===== src/rtl/call_stack_pkg.sv =====
// Shared definitions for the return-address stack controller.
//   state_t        : controller states (NORMAL, ISR, FAULT)
//   ERR_*          : sticky error codes reported on err_code
//   IRQ_VEC_DEFAULT: default interrupt entry address
package call_stack_pkg;

    typedef enum logic [1:0] {
        NORMAL = 2'd0,
        ISR    = 2'd1,
        FAULT  = 2'd2
    } state_t;

    localparam logic [1:0] ERR_NONE = 2'b00;
    localparam logic [1:0] ERR_OVF  = 2'b01;
    localparam logic [1:0] ERR_UNF  = 2'b10;
    localparam logic [1:0] ERR_RETI = 2'b11;

    localparam logic [9:0] IRQ_VEC_DEFAULT = 10'h3F0;

endpackage


===== src/rtl/lifo_ram.sv =====
// Storage array for the return-address stack.
//   clk : write clock (rising edge)
//   we  : write enable
//   wa  : write address
//   wd  : write data
//   ra  : read address
//   rd  : asynchronous read data
// Contents are deliberately not reset.
module lifo_ram #(
    parameter int unsigned AW    = 10,
    parameter int unsigned DEPTH = 8,
    parameter int unsigned PTRW  = 3
) (
    input  logic            clk,
    input  logic            we,
    input  logic [PTRW-1:0] wa,
    input  logic [AW-1:0]   wd,
    input  logic [PTRW-1:0] ra,
    output logic [AW-1:0]   rd
);

    logic [AW-1:0] mem [DEPTH];

    always_ff @(posedge clk) begin
        if (we) begin
            mem[wa] <= wd;
        end
    end

    assign rd = mem[ra];

endmodule


===== src/rtl/call_stack_ctrl.sv =====
// Clocked return-address stack controller: CALL/RET push/pop, single-level
// interrupt entry/exit, and fault detection with a halt request.
//   clk, reset      : clock, asynchronous active-high reset
//   call/ret/reti   : instruction ops this cycle
//   ret_addr        : address pushed by CALL (or replacing top on CALL+RET)
//   irq, pc_next    : interrupt request and resume address pushed on entry
//   top             : current top of stack, 0 when empty
//   irq_take        : interrupt accepted this cycle (combinational)
//   irq_vec         : interrupt entry address
//   count/full/empty: occupancy
//   in_isr          : inside the interrupt handler
//   err_code        : first error seen (sticky)
//   halt_req        : controller is in FAULT
module call_stack_ctrl
    import call_stack_pkg::*;
#(
    parameter int unsigned    AW      = 10,
    parameter int unsigned    DEPTH   = 8,
    parameter int unsigned    PTRW    = 3,
    parameter logic [AW-1:0]  IRQ_VEC = AW'(IRQ_VEC_DEFAULT)
) (
    input  logic            clk,
    input  logic            reset,
    input  logic            call,
    input  logic            ret,
    input  logic            reti,
    input  logic [AW-1:0]   ret_addr,
    input  logic            irq,
    input  logic [AW-1:0]   pc_next,
    output logic [AW-1:0]   top,
    output logic            irq_take,
    output logic [AW-1:0]   irq_vec,
    output logic [PTRW:0]   count,
    output logic            full,
    output logic            empty,
    output logic            in_isr,
    output logic [1:0]      err_code,
    output logic            halt_req
);

    localparam logic [PTRW:0] CNT_ONE  = (PTRW+1)'(1);
    localparam logic [PTRW:0] CNT_FULL = (PTRW+1)'(DEPTH);

    state_t          state;
    logic [PTRW:0]   isr_base;
    logic [PTRW:0]   cnt_inc;
    logic [PTRW:0]   cnt_dec;
    logic [PTRW:0]   isr_base_inc;
    logic [1:0]      err_det;
    logic            do_push;
    logic            do_pop;
    logic            do_repl;
    logic            do_leave;
    logic            we;
    logic [PTRW-1:0] wa;
    logic [AW-1:0]   wd;
    logic [AW-1:0]   rd;

    assign cnt_inc      = count + CNT_ONE;
    assign cnt_dec      = count - CNT_ONE;
    assign isr_base_inc = isr_base + CNT_ONE;

    assign full     = (count == CNT_FULL);
    assign empty    = (count == '0);
    assign in_isr   = (state == ISR);
    assign halt_req = (state == FAULT);
    assign irq_vec  = IRQ_VEC;

    // Any instruction op blocks the interrupt; it is retried next cycle.
    assign irq_take = (state == NORMAL) & irq & ~call & ~ret & ~reti & ~full;

    // Decode this cycle's instruction op into an action or an error.
    always_comb begin
        err_det  = ERR_NONE;
        do_push  = 1'b0;
        do_pop   = 1'b0;
        do_repl  = 1'b0;
        do_leave = 1'b0;
        if (state != FAULT) begin
            if (reti && (call || ret)) begin
                err_det = ERR_RETI;
            end else if (call && ret) begin
                if (empty) err_det = ERR_UNF;
                else       do_repl = 1'b1;
            end else if (call) begin
                if (full) err_det = ERR_OVF;
                else      do_push = 1'b1;
            end else if (ret) begin
                if (empty) err_det = ERR_UNF;
                else       do_pop  = 1'b1;
            end else if (reti) begin
                // Only the frame pushed at interrupt entry may remain.
                if (state == ISR && count == isr_base_inc) begin
                    do_pop   = 1'b1;
                    do_leave = 1'b1;
                end else begin
                    err_det = ERR_RETI;
                end
            end
        end
    end

    assign we = do_push | do_repl | irq_take;
    assign wa = do_repl ? cnt_dec[PTRW-1:0] : count[PTRW-1:0];
    assign wd = irq_take ? pc_next : ret_addr;

    always_ff @(posedge clk or posedge reset) begin
        if (reset) begin
            state    <= NORMAL;
            count    <= '0;
            isr_base <= '0;
            err_code <= ERR_NONE;
        end else if (state != FAULT) begin
            if (err_det != ERR_NONE) begin
                state <= FAULT;
                if (err_code == ERR_NONE) begin
                    err_code <= err_det;
                end
            end else if (irq_take) begin
                count    <= cnt_inc;
                isr_base <= count;
                state    <= ISR;
            end else if (do_push) begin
                count <= cnt_inc;
            end else if (do_pop) begin
                count <= cnt_dec;
                if (do_leave) begin
                    state <= NORMAL;
                end
            end
        end
    end

    lifo_ram #(
        .AW    (AW),
        .DEPTH (DEPTH),
        .PTRW  (PTRW)
    ) u_ram (
        .clk (clk),
        .we  (we),
        .wa  (wa),
        .wd  (wd),
        .ra  (cnt_dec[PTRW-1:0]),
        .rd  (rd)
    );

    assign top = empty ? '0 : rd;

endmodule


===== config.mk =====
export PLATFORM = sky130hd
export DESIGN_NAME = call_stack_ctrl
export DESIGN_NICKNAME = d
export VERILOG_FILES = /design/src/rtl/call_stack_pkg.sv /design/src/rtl/lifo_ram.sv /design/src/rtl/call_stack_ctrl.sv
export SDC_FILE = /design/constraint.sdc
export NUM_CORES = 1
export LEC_CHECK = 0
export CORE_UTILIZATION = 35
export CTS_CLUSTER_DIAMETER = 50
export DETAILED_ROUTE_END_ITERATION = 6
export GPL_TIMING_DRIVEN = 1
export SLEW_MARGIN = 20
export SYNTH_ARGS = -nofsm -noshare
export SYNTH_HDL_FRONTEND = slang
export SYNTH_SLANG_ARGS = --single-unit

===== constraint.sdc =====
create_clock -name clk -period 9.1 [get_ports clk]
set_input_delay 2.275 -clock clk [delete_from_list [all_inputs] [get_ports clk]]
set_output_delay 2.275 -clock clk [all_outputs]
set_load 0.01 [all_outputs]

==> Word-level counts from Yosys, hierarchy flattened <==
Memory sizes are Yosys's and may differ from the RTL's.
Index checks and enable logic that the tools add are counted.
{ "totals": {"out_inout_bits": 31, "elab_cells": 84, "inputBits": 26, "regBits": 12, "ram_bits": 80, "memories": 1} }
{ "classes": {"n_mux": 43, "n_reduce_logical": 15, "n_addsub": 3, "bitwise_logic": 12, "eq_ne": 6} }
{ "mem_list": {"columns": ["memory", "depth", "word_bits", "read_ports", "rd_clocked_by_memory_dff", "write_ports", "line_no", "text"], "rows": [
  ["u_ram.mem", 8, 10, 1, 0, 1, "lifo_ram.sv:22", "logic [AW-1:0] mem [DEPTH];"]
]} }
{ "op_table": {"columns": ["cell", "count"], "rows": [
  ["2-bit two-way mux", 13],
  ["1-bit two-way mux", 24],
  ["10-bit two-way mux", 2],
  ["4-bit two-way mux", 3],
  ["3-bit AND reduction", 3],
  ["3-bit nonzero test", 3],
  ["4-bit by 1-bit adder with 4-bit output, second input constant", 2],
  ["1-bit AND", 5],
  ["1-bit inverter", 5],
  ["4-bit equality test", 1],
  ["4-bit equality test, second input constant", 1],
  ["2-bit zero test", 2],
  ["4-bit zero test", 1],
  ["4-bit AND reduction", 1],
  ["4-bit by 1-bit subtractor with 4-bit output, second input constant", 1],
  ["1-bit logical AND", 3],
  ["3-bit two-way mux", 1],
  ["3-bit by 2-bit != test with 1-bit output, second input constant", 1],
  ["2-bit by 1-bit equality test with 1-bit output, second input constant", 1],
  ["2-bit equality test, second input constant", 1],
  ["2-bit != test, second input constant", 1],
  ["1-bit bitwise OR", 2],
  ["2-bit nonzero test", 1],
  ["1-bit logical OR", 1]
]} }

==> Logic depth before layout (Yosys ltp) <==
Gate-level depths: netlist (run 1).
{ "logic_depth": {"depth_word": 15, "depth_mapped": 11} }

==> Hierarchy <==
A second synthesis (run 1) with hierarchy kept.
{ "hier_totals": {"hier_cells": 294, "area_unflattened_um2": 4371.7} }
{ "by_module_without_submodules": {"columns": ["mod", "area_each_um2", "n_inst", "cells_per_inst", "seq_area_each_um2"], "rows": [
  ["lifo_ram", 3133.0, 1, 128, 2402.3],
  ["call_stack_ctrl", 1238.7, 1, 166, 300.3]
]} }

==> Worst setup path before layout (run 1) <==
No wires, ideal clock.
{ "synth_timing": {"kind": "input-to-output", "start": "in ret", "end": "out irq_take", "required_ns": 6.825, "path_stages": 5, "t_arrival_ns": 3.186, "n_path_buf": 2, "slack_ns": 3.639, "path_cell_list": "clkbuf_1 nor2_1 nand2_1 nor4_4 buf_4"} }
{ "synth_between": {"elab_chain_len": 4} }
{ "synth_rtl": {"columns": ["item", "line_no", "text"], "rows": [
  ["from (decl)", "call_stack_ctrl.sv:25", "input logic ret,"],
  ["1-bit inverter", "call_stack_ctrl.sv:70", "assign irq_take = (state == NORMAL) & irq & ~call & ~ret & ~reti & ~full;"],
  ["1-bit AND (3 in series)", "call_stack_ctrl.sv:70", null],
  ["to (decl)", "call_stack_ctrl.sv:31", "output logic irq_take,"]
]} }
Every way passes these cells.

==> Worst setup path after layout (run 1) <==
{ "layout_timing": {"start": "in call", "end": "out irq_take"} }
{ "layout_between": {"elab_chain_len": 5} }
{ "layout_rtl": {"columns": ["item", "line_no", "text"], "rows": [
  ["from (decl)", "call_stack_ctrl.sv:24", "input logic call,"],
  ["1-bit inverter", "call_stack_ctrl.sv:70", null],
  ["1-bit AND (4 in series)", "call_stack_ctrl.sv:70", null]
]} }
Every way passes these cells.

==> results of run 1 <==
kinds of logic (layout without fill, tap and decap cells):
logic type	Yosys count	count (layout)	synth area share, %
xor+xnor	10	10	2.397
flops	92	92	63.92
compound gates	40	40	6.097
fa+ha+maj	3	3	0.8879
mux	34	34	14.38
simple gates	62	62	7.606
buf+inv	37	77	4.528
other cells	2	10	0.1776
metrics by stage:
stage                     setup slack, ns  instances  hold slack (ns)  cell area (um2)
after detailed placement            2.879        455           0.4795             4777
after global routing                2.790        471           0.5191             5069
after global placement              2.923        455           0.4789             4775
final                               2.877        471           0.4926             5069
after floorplan                     3.639        288           0.5023             4258
after CTS                           2.866        471           0.4942             5059
sequential cells by signal, indices dropped and copies added, names as in the netlist:
name,count
count,4
err_code,2
isr_base,4
state,2
u_ram.mem,80
critical path: stages:
cell and delay [ns]:
clkdlybuf4s50_1 0.64, nor2_1 0.19, nand2_1 0.10, nor4_4 0.16, clkdlybuf4s50_1 0.58
final timing paths:
check                             from         endpoint  slack (ns)  cells after the start
max                               call         irq_take        2.88                      5
min                        err_code[1]      err_code[0]        0.49                      1
max reg2reg                   count[0]  u_ram.mem[1][2]        5.46                      5
min reg2reg                err_code[1]      err_code[0]        0.49                      1
max in group asynchronous        reset         count[0]        6.45                      2
min in group asynchronous        reset      isr_base[3]        2.28                      2
synthesized netlist by cell type, drive strengths merged (3+ instances only):
| cell | number | area, um2 |
|---|---|---|
| buf | 19 | 122.6 |
| a31oi | 3 | 18.77 |
| ha | 3 | 37.54 |
| a21oi | 14 | 70.07 |
| and4 | 3 | 33.78 |
| mux2 | 14 | 157.7 |
| xnor2 | 7 | 61.31 |
| inv | 12 | 45.04 |
| nor2 | 9 | 33.78 |
| clkbuf | 6 | 23.77 |
| nor3 | 7 | 35.03 |
| mux4 | 20 | 450.4 |
| edfxtp | 80 | 2402 |
| dfrtp | 12 | 300.3 |
| nor2b | 5 | 31.28 |
| nand2 | 27 | 101.4 |
| nand3 | 3 | 15.01 |
| o21ai | 5 | 25.02 |
power by group through the flow:
stage | registers (mW) | logic (mW) | clock network, mW
2_1_floorplan | 0.473 | 0.116 | 0
3_3_place_gp | 0.484 | 0.176 | 0
3_5_place_dp | 0.484 | 0.178 | 0
4_1_cts | 0.475 | 0.178 | 0.356
5_1_grt | 0.476 | 0.191 | 0.372
6_report | 0.475 | 0.177 | 0.348
cell type report:
type,count,area (um2),share of cell area (%)
flip-flops and latches,92,2704,53.34
multi-input cells,159,1376,27.15
repair buffers,49,483.0,9.529
clock buffers,9,225.2,4.443
well taps,143,178.9,3.530
clock inverters,7,56.30,1.111
inverters,12,45.04,0.8887
layer usage:
metal	global-route usage, %	wire length, um
met1	18.63	3554
met5	0	0
met4	7.387	189
met3	2.667	515
met2	24.47	4327
==> flow_metrics.py, run 1 <==
metrics = {
    "run_status": {
        "status": "finished with violations",
        "violations": "DRC",
    },
    "detailed_routing": {
        "drt-total-wl_um": 8586,
        "via_per_inst": 5.287,
        "via_count": 2490,
        "drcViolationCount": 3,
        "ant_nets": 0,
        "wl_per_cell_um": 18.23,
        "first_pass_iters": 7,
        "first_iter_violations": 154,
    },
    "cts": {
        "post_cts_buffers": 0,
        "postCtsHoldBufs": 0,
        "clock-sinks": 92,
        "cts_tree": "yes",
        "worstSkewPairLatency_ns": 0.34,
        "cts_buffers": 9,
        "clockBufferDepth": 2,
        "cts.repair.resized": 0,
        "h-tree-depth": 3,
        "cts-root-buf": "clkbuf_16",
        "path_clk_slew_ns": 0.06,
    },
    "sta": {
        "report.final.hold_viol_count": 0,
        "period_share_pct": 68.39,
        "worst_pin_slew_ns": 1.092,
        "fin_skew_ns": 0.01020,
        "rsz0062_at_grt": "no",
        "slew_violations": 0,
        "slew-limit-headroom_pct": 27.04,
        "fmax_mhz": 160.7,
        "fin_crit_ns": 6.223,
        "setup_violations": 0,
        "setup_tns_ns": 0,
    },
    "logic_synthesis": {
        "synthCells": 280,
        "yosys_warnings": 0,
        "synth_edf_count": 80,
        "synth-main-ff-cell": "edfxtp_1",
        "yosysSeqAreaShare_pct": 63.92,
        "ys_ff_latch": 92,
        "avgSynthCellArea_um2": 15.10,
        "syn_area_um2": 4228,
        "synth_cell_types": 47,
        "async_flop_share_pct": 13.04,
    },
    "grt": {
        "grt.overflow.total": 0,
        "grtUsageTotal_pct": 14.76,
        "antenna_found_initial": 0,
        "grt_pass1_vias": 2508,
        "grt_pass1_wl_um": 13690,
        "grt_max_degree": 33,
    },
    "placed_design": {
        "gp_congestion": 0.7879,
        "dpl.hpwl_um": 5267,
        "portBuffers": 46,
    },
    "power": {
        "switchingPower_mw": 0.2604,
        "power.total_mw": 0.9994,
        "p_int_mw": 0.7390,
        "combPwrFrac_pct": 17.7,
        "power.density_nw_per_um2": 197.2,
        "clkPwrFrac_pct": 34.8,
        "p_seq_share_pct": 47.5,
        "ir_worst_vdd_uv": 112.8,
        "swShare_pct": 26.06,
        "p_leak_nw": 1.689,
    },
    "floorplan": {
        "die_h_um": 111.9,
        "fp.dieW_um": 111.9,
        "initial_core_util_pct": 36.40,
        "core_um2": 11610,
        "fp-row-count": 39,
        "ios": 57,
        "die_area_um2": 12520,
    },
    "finish": {
        "areaGrowthSynthToFinish_pct": 19.89,
        "final_common_cell": "edfxtp_1",
        "final_cell_mix": "edfxtp_1, clkdlybuf4s50_1, nand2_1",
        "finalCoreUtilization_pct": 43.64,
        "nets": 352,
        "drive_gt1_share_pct": 19.82,
        "fill_cells": 1047,
        "antenna_cells": 0,
    },
    "setup_path": {
        "cp_data_required_time_ns": 6.83,
        "crit_type": "input port to output port",
        "cp.arrival_ns": 3.95,
        "critPathLaunchType": "input port",
        "cp_max_fo": 14,
        "cp-end-kind": "output port",
    },
    "job": {
        "cap_violations": 0,
    },
    "worst_hold_path": {
        "hold_class": "register to register",
    },
}
Power figures use the tool's default switching activity.
==> run 2, diff against run 1 <==
- clock period: 9.1 -> 6 ns (I/O delays scaled with it)
==> run 2 against run 1 <==
The run still ends with DRC left. Count of clock-buffer cells in the layout did not move. Die area did not move. Final cell count rose by 0.85%. Worst hold slack improved by 0.021 ns. First-iteration DRC count rose by 53%. Non-clock buffer count rose by 5. Clock power rose by 59%. Critical path depth did not move. Sequential share of layout area fell by 0.37 points. Clock skew fell by 0.0036 ns. Highest routed layer unchanged.
==> flow_metrics.py, run 2 (same netlist as run 1, synthesis figures left out) <==
metrics = {
    "placed_design": {
        "dpl.hpwl_um": 5488,
        "gp_congestion": 0.8411,
        "dpl-instance-area_um2": 4812,
        "dpl_worst_slack_ns": 1.363,
        "portBuffers": 46,
    },
    "detailed_routing": {
        "first_iter_violations": 235,
        "via_per_inst": 5.168,
        "first_pass_iters": 6,
        "ant_nets": 0,
        "drt-total-wl_um": 8619,
        "via_count": 2455,
        "drcViolationCount": 4,
        "wl_per_cell_um": 18.15,
    },
    "sta": {
        "slew-limit-headroom_pct": 29.22,
        "setup_violations": 0,
        "setup_tns_ns": 0,
        "period_share_pct": 77.52,
        "fin_skew_ns": 0.006643,
        "worst_pin_slew_ns": 1.058,
        "slew_violations": 0,
        "fin_crit_ns": 4.651,
        "layout_setup_ws_ns": 1.349,
        "fmax_mhz": 215.0,
        "rsz0062_at_grt": "no",
        "report.final.hold_viol_count": 0,
    },
    "setup_path": {
        "critPathLaunchType": "input port",
        "crit_type": "input port to output port",
        "cp_data_required_time_ns": 4.50,
        "cp-end-kind": "output port",
        "cp.arrival_ns": 3.15,
        "cp_max_fo": 14,
    },
    "power": {
        "power.total_mw": 1.547,
        "ir_worst_vdd_uv": 154.0,
        "p_leak_nw": 1.723,
        "power.density_nw_per_um2": 303.0,
    },
    "cts": {
        "clockBufferDepth": 2,
        "cts_buffers": 9,
        "cts_tree": "yes",
        "clock-sinks": 92,
        "cts-root-buf": "clkbuf_16",
        "postCtsHoldBufs": 0,
        "worstSkewPairLatency_ns": 0.34,
        "cts.repair.resized": 0,
        "post_cts_buffers": 0,
        "h-tree-depth": 3,
        "path_clk_slew_ns": 0.06,
    },
    "finish": {
        "final_common_cell": "edfxtp_1",
        "seqCellArea_um2": 2704,
        "reg_top3": "u_ram.mem x80, count x4, isr_base x4",
        "fill_cells": 1043,
        "largest_reg_flops": 80,
        "final_cell_mix": "edfxtp_1, clkdlybuf4s50_1, nand2_1",
        "areaGrowthSynthToFinish_pct": 20.72,
        "regMostFlops": "u_ram.mem",
        "antenna_cells": 0,
        "multi_input_area_um2": 1366,
        "finalCoreUtilization_pct": 43.95,
        "nets": 357,
        "drive_gt1_share_pct": 19.58,
        "fin_area_um2": 5104,
    },
    "grt": {
        "grtUsageTotal_pct": 14.62,
        "grt_pass1_vias": 2460,
        "grt_pass1_wl_um": 13310,
        "antenna_found_initial": 0,
        "grt_max_degree": 32,
        "grt.overflow.total": 0,
    },
    "worst_hold_path": {
        "hold_class": "register to register",
    },
    "floorplan": {
        "ios": 57,
        "initial_core_util_pct": 36.40,
        "core_um2": 11610,
        "fp-row-count": 39,
        "fp.dieW_um": 111.9,
        "die_h_um": 111.9,
        "die_area_um2": 12520,
    },
    "job": {
        "cap_violations": 0,
    },
    "run_status": {
        "violations": "DRC",
        "status": "finished with violations",
    },
}
## run 2: cell count changes in the layout (fill, tap and decap cells not counted), sizes merged
cell,change
bufinv,+1
clkinv,+1
clkinvlp,-1
buf,+5
inv,-2
## run 2: area by class of cell
type                            instances  area share (%)
Clock inverter                          6           1.250
Inverter                               12          0.8826
Tap cell                              143           3.506
Multi-Input combinational cell        159           26.77
Clock buffer                            9           4.413
Sequential cell                        92           52.98
Timing Repair Buffer                   54           10.20
## run 2: final timing paths
kind | end | cells after the start | startpoint | slack, ns
worst min-delay path | err_code[0] | 1 | err_code[1] | 0.51
worst max register to register | u_ram.mem[7][4] | 8 | count[1] | 2.95
worst max-delay path | irq_take | 5 | call | 1.35
worst min register to register | err_code[0] | 1 | err_code[1] | 0.51
max in group asynchronous | count[0] | 2 | reset | 4.12
min in group asynchronous | err_code[0] | 2 | reset | 1.50
## run 2: where the power goes
part           switching, mW  leakage, nW  total (mW)  internal, mW
Combinational          0.145        0.717       0.285         0.140
Sequential           0.00834        0.866       0.707         0.698
Clock                  0.234        0.139       0.554         0.320
Total                  0.387         1.72        1.55          1.16
## run 2: per-stage QoR
| stage | hold WS (ns) | std cells |
|---|---|---|
| floorplan | 0.5023 | 288 |
| CTS | 0.5169 | 475 |
| global route | 0.5311 | 475 |
| detailed placement | 0.4976 | 460 |
| global placement | 0.4772 | 460 |
| finish | 0.5134 | 475 |
## run 2: per-layer routing
layer	GRT usage, %	vias up	wire length, um
met5	0	-	0
met4	6.126	0	170
met3	3.919	13	377
met2	23.89	78	4394
met1	18.37	1218	3675
li1	-	1146	-
## run 2: worst max-delay path: stages
cell	delay, ns
clkdlybuf4s50_1	0.63
nor2_1	0.18
nand2_1	0.11
nor4_4	0.15
clkdlybuf4s50_1	0.58
==> run 3, diff against run 2 <==
- clock period: 6 -> 4.9 ns (I/O delays scaled with it)
==> run 3 against run 2 <==
The flow still finishes with violations (DRC). Flip-flop and latch count did not move. Worst setup slack got worse by 0.54 ns. Register-to-register slack got worse by 0.99 ns. Critical path type is now register to output port. Largest power group unchanged.
==> flow_metrics.py, run 3 (same netlist as run 1, synthesis figures left out) <==
metrics = {
    "setup_path": {
        "cp_data_required_time_ns": 3.67,
        "cp_max_fo": 15,
        "cp-end-kind": "output port",
        "crit_type": "register to output port",
        "cp.arrival_ns": 2.86,
        "critPathLaunchType": "register",
    },
    "floorplan": {
        "ios": 57,
        "die_area_um2": 12520,
        "core_um2": 11610,
        "initial_core_util_pct": 36.40,
        "die_h_um": 111.9,
        "fp.dieW_um": 111.9,
        "fp-row-count": 39,
    },
    "cts": {
        "clock-sinks": 92,
        "cts_buffers": 9,
        "postCtsHoldBufs": 0,
        "path_clk_slew_ns": 0.06,
        "post_cts_buffers": 0,
        "h-tree-depth": 3,
        "cts_tree": "yes",
        "clockBufferDepth": 2,
        "cts-root-buf": "clkbuf_16",
        "cts.repair.resized": 0,
        "worstSkewPairLatency_ns": 0.34,
    },
    "sta": {
        "worst_pin_slew_ns": 0.6329,
        "fin_crit_ns": 4.089,
        "rsz0062_at_grt": "no",
        "setup_tns_ns": 0,
        "slew-limit-headroom_pct": 57.81,
        "setup_violations": 0,
        "slew_violations": 0,
        "period_share_pct": 83.44,
        "report.final.hold_viol_count": 0,
        "fin_skew_ns": 0.006141,
        "fmax_mhz": 244.6,
    },
    "detailed_routing": {
        "first_iter_violations": 102,
        "first_pass_iters": 6,
        "wl_per_cell_um": 17.47,
        "ant_nets": 0,
        "drcViolationCount": 4,
        "via_count": 2443,
        "drt-total-wl_um": 8352,
        "via_per_inst": 5.111,
    },
    "worst_hold_path": {
        "hold_class": "register to register",
    },
    "placed_design": {
        "portBuffers": 46,
        "gp_congestion": 0.7931,
        "dpl.hpwl_um": 5299,
        "numPlacedInstances": 463,
    },
    "finish": {
        "drive_gt1_share_pct": 20.30,
        "final_cells": 478,
        "largest_reg_flops": 80,
        "final_cell_mix": "edfxtp_1, clkdlybuf4s50_1, nand2_1",
        "reg_top3": "u_ram.mem x80, count x4, isr_base x4",
        "areaGrowthSynthToFinish_pct": 21.43,
        "regMostFlops": "u_ram.mem",
        "nets": 360,
        "antenna_cells": 0,
        "final_common_cell": "edfxtp_1",
    },
    "power": {
        "p_seq_share_pct": 45.6,
        "clkPwrFrac_pct": 36.3,
        "combPwrFrac_pct": 18.1,
        "ir_worst_vdd_uv": 149.5,
        "p_leak_nw": 1.741,
        "switchingPower_mw": 0.4729,
        "p_int_mw": 1.424,
        "swShare_pct": 24.93,
        "power.density_nw_per_um2": 369.5,
    },
    "job": {
        "cap_violations": 0,
    },
    "grt": {
        "grt_pass1_vias": 2368,
        "grt_pass1_wl_um": 12870,
        "grt_max_degree": 32,
        "antenna_found_initial": 0,
        "grtUsageTotal_pct": 14.09,
        "grt.overflow.total": 0,
    },
    "run_status": {
        "status": "finished with violations",
        "violations": "DRC",
    },
}
## run 3: per-stage QoR
step | hold WS (ns) | utilization [%] | area (um2) | total power, mW | setup WS, ns
2_1_floorplan | 0.5023 | - | 4258 | 1.093 | 1.311
3_3_place_gp | 0.4768 | 41.63 | 4835 | 1.232 | 0.8250
3_5_place_dp | 0.4792 | 41.63 | 4835 | 1.235 | 0.8171
4_1_cts | 0.4937 | 44.20 | 5134 | 1.917 | 0.7258
5_1_grt | 0.5182 | 44.20 | 5134 | 1.978 | 0.6421
6_report | 0.4909 | 44.20 | 5134 | 1.897 | 0.8114
## run 3: layer usage
layer | global-route usage, % | wire, um
met2 | 23.40 | 4171
met3 | 3.048 | 429
met1 | 18.13 | 3636
met4 | 5.225 | 115
met5 | 0 | 0
## run 3: area by class of cell
type / count / area, um2
Timing Repair Buffer: 57 / 543.0
Clock buffer: 9 / 225.2
Sequential cell: 92 / 2704
Clock inverter: 6 / 73.82
Inverter: 12 / 45.04
Fill cell: 1020 / 6480
Multi-Input combinational cell: 159 / 1364
Tap cell: 143 / 178.9
## run 3: power by group through the flow
stage	combinational, mW	sequential, mW	clock (mW)
after floorplan	0.215	0.878	0
after global placement	0.350	0.882	0
after detailed placement	0.352	0.883	0
after CTS	0.354	0.866	0.697
after global routing	0.376	0.866	0.736
final	0.343	0.865	0.688
## run 3: worst paths after layout
check	start	to	slack, ns	cells past startpoint
worst max register to register	count[1]	u_ram.mem[1][2]	1.96	8
worst min-delay path	err_code[0]	err_code[1]	0.49	1
worst min register to register	err_code[0]	err_code[1]	0.49	1
max in group asynchronous	reset	count[0]	3.35	2
min in group asynchronous	reset	state[0]	1.20	2
worst max-delay path	count[1]	top[9]	0.81	6
## run 3: critical path, cell delays in order (launching register included)
cell and delay, ns:
dfrtp_1 0.49, inv_1 0.13, ha_1 0.32, or3b_4 0.45, inv_1 0.46, a21oi_1 0.15
clkdlybuf4s50_1 0.52
